File: src/rtl/input_pack_mem.sv
// input_pack_mem
// Packs a byte-per-cycle pixel stream into 128-bit words and writes them to
// frame memory at sequential word addresses, with a buffer-select bit on top
// of the address. Raises done once a whole frame of words has been written.
module input_pack_mem #(
  parameter int WORDS_PER_FRAME = 19200,
  parameter int ADDR_W          = 15
) (
  input  logic              clock,
  input  logic              reset,
  input  logic              start,
  input  logic              input_base_offset,
  input  logic [7:0]        DataIn,
  input  logic              DataValid,
  output logic [ADDR_W:0]   WriteAddress,
  output logic [127:0]      WriteBus,
  output logic              WriteEnable,
  output logic              done
);

  // A frame must fit in the word-index field and hold at least one word.
  generate
    if ((WORDS_PER_FRAME < 1) || (WORDS_PER_FRAME > (1 << ADDR_W))) begin : g_bad_cfg
      $error("input_pack_mem: WORDS_PER_FRAME must be in 1..2**ADDR_W");
    end
  endgenerate

  localparam logic [ADDR_W-1:0] LAST_IDX = ADDR_W'(WORDS_PER_FRAME - 1);

  typedef enum logic [1:0] {
    IDLE   = 2'd0,
    ACTIVE = 2'd1,
    DONE   = 2'd2
  } state_t;

  state_t            state_reg;
  logic              base_offset_reg;
  logic [3:0]        byte_count_reg;
  logic [ADDR_W-1:0] word_index_reg;

  // Bytes 0..14 of the word being assembled. The 16th byte never needs a
  // lane of its own: it is merged straight into WriteBus on the write edge,
  // which is what lets the lanes be reused on the very next cycle.
  logic [119:0]      assembly;
  logic              byte_accept;
  logic              word_complete;

  assign byte_accept   = (state_reg == ACTIVE) && DataValid;
  assign word_complete = byte_accept && (byte_count_reg == 4'd15);

  generate
    for (genvar gi = 0; gi < 15; gi++) begin : g_lane
      logic [7:0] lane_reg;

      // Capture the incoming byte when the byte counter points at this lane.
      always_ff @(posedge clock) begin
        if (reset) begin
          lane_reg <= 8'd0;
        end else if (byte_accept && (byte_count_reg == 4'(gi))) begin
          lane_reg <= DataIn;
        end
      end

      assign assembly[8*gi +: 8] = lane_reg;
    end
  endgenerate

  // Frame control FSM with registered write strobe, address, bus and done.
  always_ff @(posedge clock) begin
    if (reset) begin
      state_reg       <= IDLE;
      base_offset_reg <= 1'b0;
      byte_count_reg  <= 4'd0;
      word_index_reg  <= '0;
      WriteAddress    <= '0;
      WriteBus        <= '0;
      WriteEnable     <= 1'b0;
      done            <= 1'b0;
    end else begin
      WriteEnable <= 1'b0;
      unique case (state_reg)
        IDLE: begin
          done <= 1'b0;
          if (start) begin
            base_offset_reg <= input_base_offset;
            byte_count_reg  <= 4'd0;
            word_index_reg  <= '0;
            state_reg       <= ACTIVE;
          end
        end

        ACTIVE: begin
          if (byte_accept) begin
            byte_count_reg <= byte_count_reg + 4'd1;
          end
          if (word_complete) begin
            // A word finishing in the same cycle start falls is still written.
            WriteBus     <= {DataIn, assembly};
            WriteAddress <= {base_offset_reg, word_index_reg};
            WriteEnable  <= 1'b1;
            if (word_index_reg == LAST_IDX) begin
              state_reg <= DONE;
            end else begin
              word_index_reg <= word_index_reg + 1'b1;
              if (!start) begin
                state_reg <= IDLE;
              end
            end
          end else if (!start) begin
            // Abort: any partial word is simply abandoned.
            state_reg <= IDLE;
          end
        end

        DONE: begin
          if (start) begin
            done <= 1'b1;
          end else begin
            done      <= 1'b0;
            state_reg <= IDLE;
          end
        end

        default: begin
          state_reg <= IDLE;
        end
      endcase
    end
  end

endmodule
File: config.mk
export PLATFORM = sky130hd
export DESIGN_NAME = input_pack_mem
export DESIGN_NICKNAME = d
export VERILOG_FILES = /design/src/rtl/input_pack_mem.sv
export SDC_FILE = /design/constraint.sdc
export NUM_CORES = 1
export LEC_CHECK = 0
export ABC_AREA = 0
export CELL_PAD_IN_SITES_DETAIL_PLACEMENT = 0
export CELL_PAD_IN_SITES_GLOBAL_PLACEMENT = 2
export CORE_AREA = 8 8 190 192
export DETAILED_ROUTE_END_ITERATION = 8
export DIE_AREA = 0 0 198 200
export HOLD_SLACK_MARGIN = 0.15
export PLACE_DENSITY = 0.78
export SYNTH_ARGS = -nofsm -noshare
export SYNTH_HDL_FRONTEND = slang
export SYNTH_SLANG_ARGS = --single-unit
File: constraint.sdc
create_clock -name clock -period 2.45 [get_ports clock]
set_clock_uncertainty 0.1 [all_clocks]
set_input_delay 0.6125 -clock clock [delete_from_list [all_inputs] [get_ports clock]]
set_output_delay 0.6125 -clock clock [all_outputs]
set_load 0.01 [all_outputs]
Word-level counts from Yosys, hierarchy flattened
Index checks and enable logic that the tools add are counted.
- muxes and demuxes: 15
- equality and inequality tests: 22
- bitwise operators: 1
- add/sub/neg operators: 2
- reductions and logical operators: 26
- operator list (kind ; count):
    two-way mux 15 bit ; 3
    == test 4 bit, second input constant ; 8
    one-hot mux 15 bit (2 select lines) ; 1
    logical AND 1 bit ; 17
    == test 4 x 3 -> 1 bit, second input constant ; 4
    adder 15 x 1 -> 15 bit, second input constant ; 1
    == test 15 bit, second input constant ; 1
    == test 4 x 2 -> 1 bit, second input constant ; 2
    two-way mux 2 bit ; 4
    two-way mux 4 bit ; 2
    inequality test 2 bit, second input constant ; 4
    one-hot mux 4 bit (2 select lines) ; 1
    one-hot mux 2 bit (3 select lines) ; 1
    adder 4 x 1 -> 4 bit, second input constant ; 1
    == test 4 x 1 -> 1 bit, second input constant ; 1
    zero test 4 bit ; 1
    AND reduction 2 bit ; 2
    AND reduction 4 bit ; 1
    nonzero test 2 bit ; 2
    AND reduction 3 bit ; 1
    == test 2 x 1 -> 1 bit, second input constant ; 1
    == test 2 bit, second input constant ; 1
    zero test 2 bit ; 1
    two-way mux 1 bit ; 2
    3 further kinds ; 3
- bits in registers: 288
- word-level logic and storage cells: 89

Longest topological paths before layout
- word-level depth: 5
- gate-level depth with buffers: 8
- gate-level depth less buffers: 6

Worst setup path before layout
No wires, ideal clock.
- path type: register -> register
- from: register byte_count_reg[0]
- to: register word_index_reg[13]
- stages on the path, launching flop included: 7
- required time: 2.232 ns
- clock period less this slack: 1.989 ns
- path slack: 0.461 ns
- data arrival time: 1.771 ns
- cell sequence: dfxtp_1 ha_1 nand4_2 nor3b_2 a21oi_2 or4_1 mux2i_1
- cells in the longest elaborated chain, start to end: 4
- RTL lines (element ; line ; source):
    start: declaration ; 38 ; logic [3:0] byte_count_reg;
    start signal: assignment ; 94 ; byte_count_reg <= byte_count_reg + 4'd1;
    == test 4 bit ; 49 ; assign word_complete = byte_accept && (byte_count_reg == 4'd15);
    logical AND 1 bit ; 49 ;
    inequality test 2 bit (no line) ; -- ;
    AND reduction 4 bit (no line) ; -- ;
    end signal: assignment ; 104 ; word_index_reg <= word_index_reg + 1'b1;
    end: declaration ; 39 ; logic [ADDR_W-1:0] word_index_reg;
Every way passes these cells.
A chain may end at the register's enable or synchronous reset.

Final worst setup path
- from: register byte_count_reg[0]
- to: register state_reg[0]
- cells in the longest elaborated chain, start to end: 4
- RTL lines (element ; line ; source):
    == test 4 bit ; 49 ;
    logical AND 1 bit ; 49 ;
    two-way mux 2 bit ; 96 ; if (word_complete) begin
    one-hot mux 2 bit (3 select lines) ; 81 ; unique case (state_reg)
    end signal: assignment ; 88 ; state_reg <= ACTIVE;
    end signal: assignment ; 102 ; state_reg <= DONE;
    end signal: assignment ; 106 ; state_reg <= IDLE;
    end: declaration ; 36 ; state_t state_reg;
Every way passes these cells.

==> results.ini <==
[run_status]
status = finished clean

[synth]
synthFlopType = dfxtp_1
netlist.area_leader.share_pct = 55.3
synth_most_common_cell = nand2_1
synth_fp_nets = 1203
ys.warnings.count = 0
synth_simple_gate_area_share_pct = 20.0
syn_inst = 1185
ys_types = 43
synth-xor-area-share_pct = 1.01
synthArstFlopShare_pct = 0
synth_area_leaders = dfxtp_1, nand2_1, mux2i_1
synth_top_family_by_area = simple AND/OR/NAND/NOR gates
synth-seq-cells = 288
syn_area_per_cell_sq_um = 8.80
yosysSeqAreaShare_pct = 55.3
synth_top_cell_by_area = dfxtp_1
synthAdderAreaFrac_pct = 0.600
synth_edf_count = 0
synth-compound-area-share_pct = 8.78
synthTopCellsByCount = nand2_1, dfxtp_1, a21oi_1
synth_mux_area_share_pct = 11.0
synth_area_sq_um = 10400

[floorplanning]
core_sq_um = 33100
die_height_um = 200
die_area_sq_um = 39600
ios = 159
start_util_pct = 31.5
std_cell_rows = 67
die_w_um = 198

[critical_path]
critical_path_class = register to register
start_kind = register
critPathArrivalTime_ps = 2540
path_buf_inv = 0
slowest_stage = or4_1
cpPeakStageDelay_ps = 570
critPathRequiredTime_ps = 2750
cp_max_fo = 6
cp_cell_sequence = ha_1 -> nand4_2 -> or3b_4 -> or4_1 -> nor4bb_1
end_kind = register
path_delay_family = simple AND/OR/NAND/NOR gates

[sta]
fmax_mhz = 448
hold_slack_ps = 348
finalCriticalPeriod_ps = 2230
setup_viol = 0
max_slew_margin_pct = 61.1
slew_violations = 0
tightest_slew_ps = 583
finalHoldViolCount = 0
fin_crit_sh_pct = 91.1
rsz0062_at_grt = false

[pwr]
p_sw_share_pct = 21.4
leakage_nw = 4.73
combinationalPowerShare_pct = 2.4
seqPwrFrac_pct = 51.1
cell_internal_pwr_w = 0.00722
powerDensity_nw_per_um2 = 666
power_w = 0.00919
ir_drop_mv = 0.478
clkPwrFrac_pct = 46.4
p_sw_w = 0.00197

[global_route]
grt_busiest_layer = met2
grt_use_met3_pct = 3.12
grt_util_met2_pct = 23.1
grt_pass1_wl_um = 46000
grt_usage_pct = 14.4
grt_util_met1_pct = 19.7
antenna_found_initial = 0
grt_start_max_net_pins = 128
grt-ovfl-total = 0
grt_pass1_vias = 8109

[placement]
dpl.hpwl_um = 18200
place_congestion = 0.750
port_buffers = 158
dp_cells = 1760

[cells_and_area]
syn2layout_area_growth_pct = 32.4
finalNetCount = 1363
nFillCells = 3351
largest_reg_flops = 128
finalNonFillerCells = 1809
fin_util_pct = 41.7
drive_gt1_share_pct = 8.23
n_antenna_cell = 0

[job]
drv_cap = 0

[routing]
firstDrtPassIters = 4
drt-total-wl_um = 29100
wl_per_cell_um = 16.1
ant_nets = 0
first_iter_violations = 397
via_per_inst = 4.57
vias = 8260
drc = 0

[clock_network]
clock-sinks = 288
clock_latency_ps = 550
h-tree-depth = 1
cts.reportedPaths.clkPinSlew_ps = 60
cts_tree = built
root_buffer = clkbuf_16
cts-resized-gates = 0
cts_setup_buffers = 0
cts_made_buffers = 31
cts_hold_buf = 0
clk_path_buf_depth = 3

[worst_hold_path]
hp-class = register to register

-- area by class of cell --
type	count	area, sq um	share of cell area, %
sequential	288	5770	41.8
multi-input combinational	814	4330	31.4
timing repair buffer	207	2220	16.1
clock buffer	43	881	6.38
tap	448	561	4.06
clock inverter	6	36.3	0.263
inverter	3	11.3	0.0816
-- worst paths after layout --
kind / to / startpoint / cells after the start / slack [ps]
worst max-delay path: state_reg[0] / byte_count_reg[0] / 5 / 220
worst min-delay path: WriteBus[27] / g_lane[3].lane_reg[3] / 2 / 350
worst max register to register: state_reg[0] / byte_count_reg[0] / 5 / 220
worst min register to register: WriteBus[27] / g_lane[3].lane_reg[3] / 2 / 350
-- cell usage in the layout (no fill, tap or decap), types with 12 or more instances in the layout --
cell / n
nand2_1: 312
dfxtp_1: 288
a21oi_1: 158
clkdlybuf4s50_1: 157
nor2_1: 136
mux2i_1: 115
clkbuf_16: 31
buf_4: 28
buf_12: 21
o21ai_0: 12
-- per-layer routing --
| metal | part of all wire [%] | wire [um] | vias up |
|---|---|---|---|
| li1 | - | - | 4203 |
| met1 | 49 | 14100 | 3835 |
| met2 | 44 | 12800 | 177 |
| met3 | 5.8 | 1700 | 45 |
| met4 | 1.6 | 472 | 0 |
| met5 | 0 | 0 | - |
-- cell families after synthesis --
logic type                 count (synthesis)
and+or+nand+nor                          505
DFF                                      288
AOI/OAI and AO/OA                        177
muxes                                    115
buffers and inverters                     83
xor gates and xnor gates                  12
adders and majority gates                  5
-- power by group through the flow --
| stage | Sequential (W) | Clock, W | Combinational, W |
|---|---|---|---|
| 6_report | 0.00470 | 0.00427 | 0.000225 |
| 5_1_grt | 0.00469 | 0.00464 | 0.000246 |
| 2_1_floorplan | 0.00480 | 0 | 0.000113 |
| 3_3_place_gp | 0.00480 | 0 | 0.000232 |
| 4_1_cts | 0.00470 | 0.00443 | 0.000232 |
| 3_5_place_dp | 0.00480 | 0 | 0.000231 |
-- worst register-to-register path: stages (launching register included) --
cell	delay [ps]
dfxtp_1	410
ha_1	320
nand4_2	140
or3b_4	390
or4_1	570
nor4bb_1	170
-- per-stage QoR --
stage	area (sq um)	setup TNS, ps	worst slack (ps)
after global placement	12900	-8920	-120
after floorplan	10400	0	461
final	13800	0	218
after global routing	13800	0	81.4
after CTS	13800	0	190
after detailed placement	12900	-12530	-168
(Power assumes the default switching activity.)
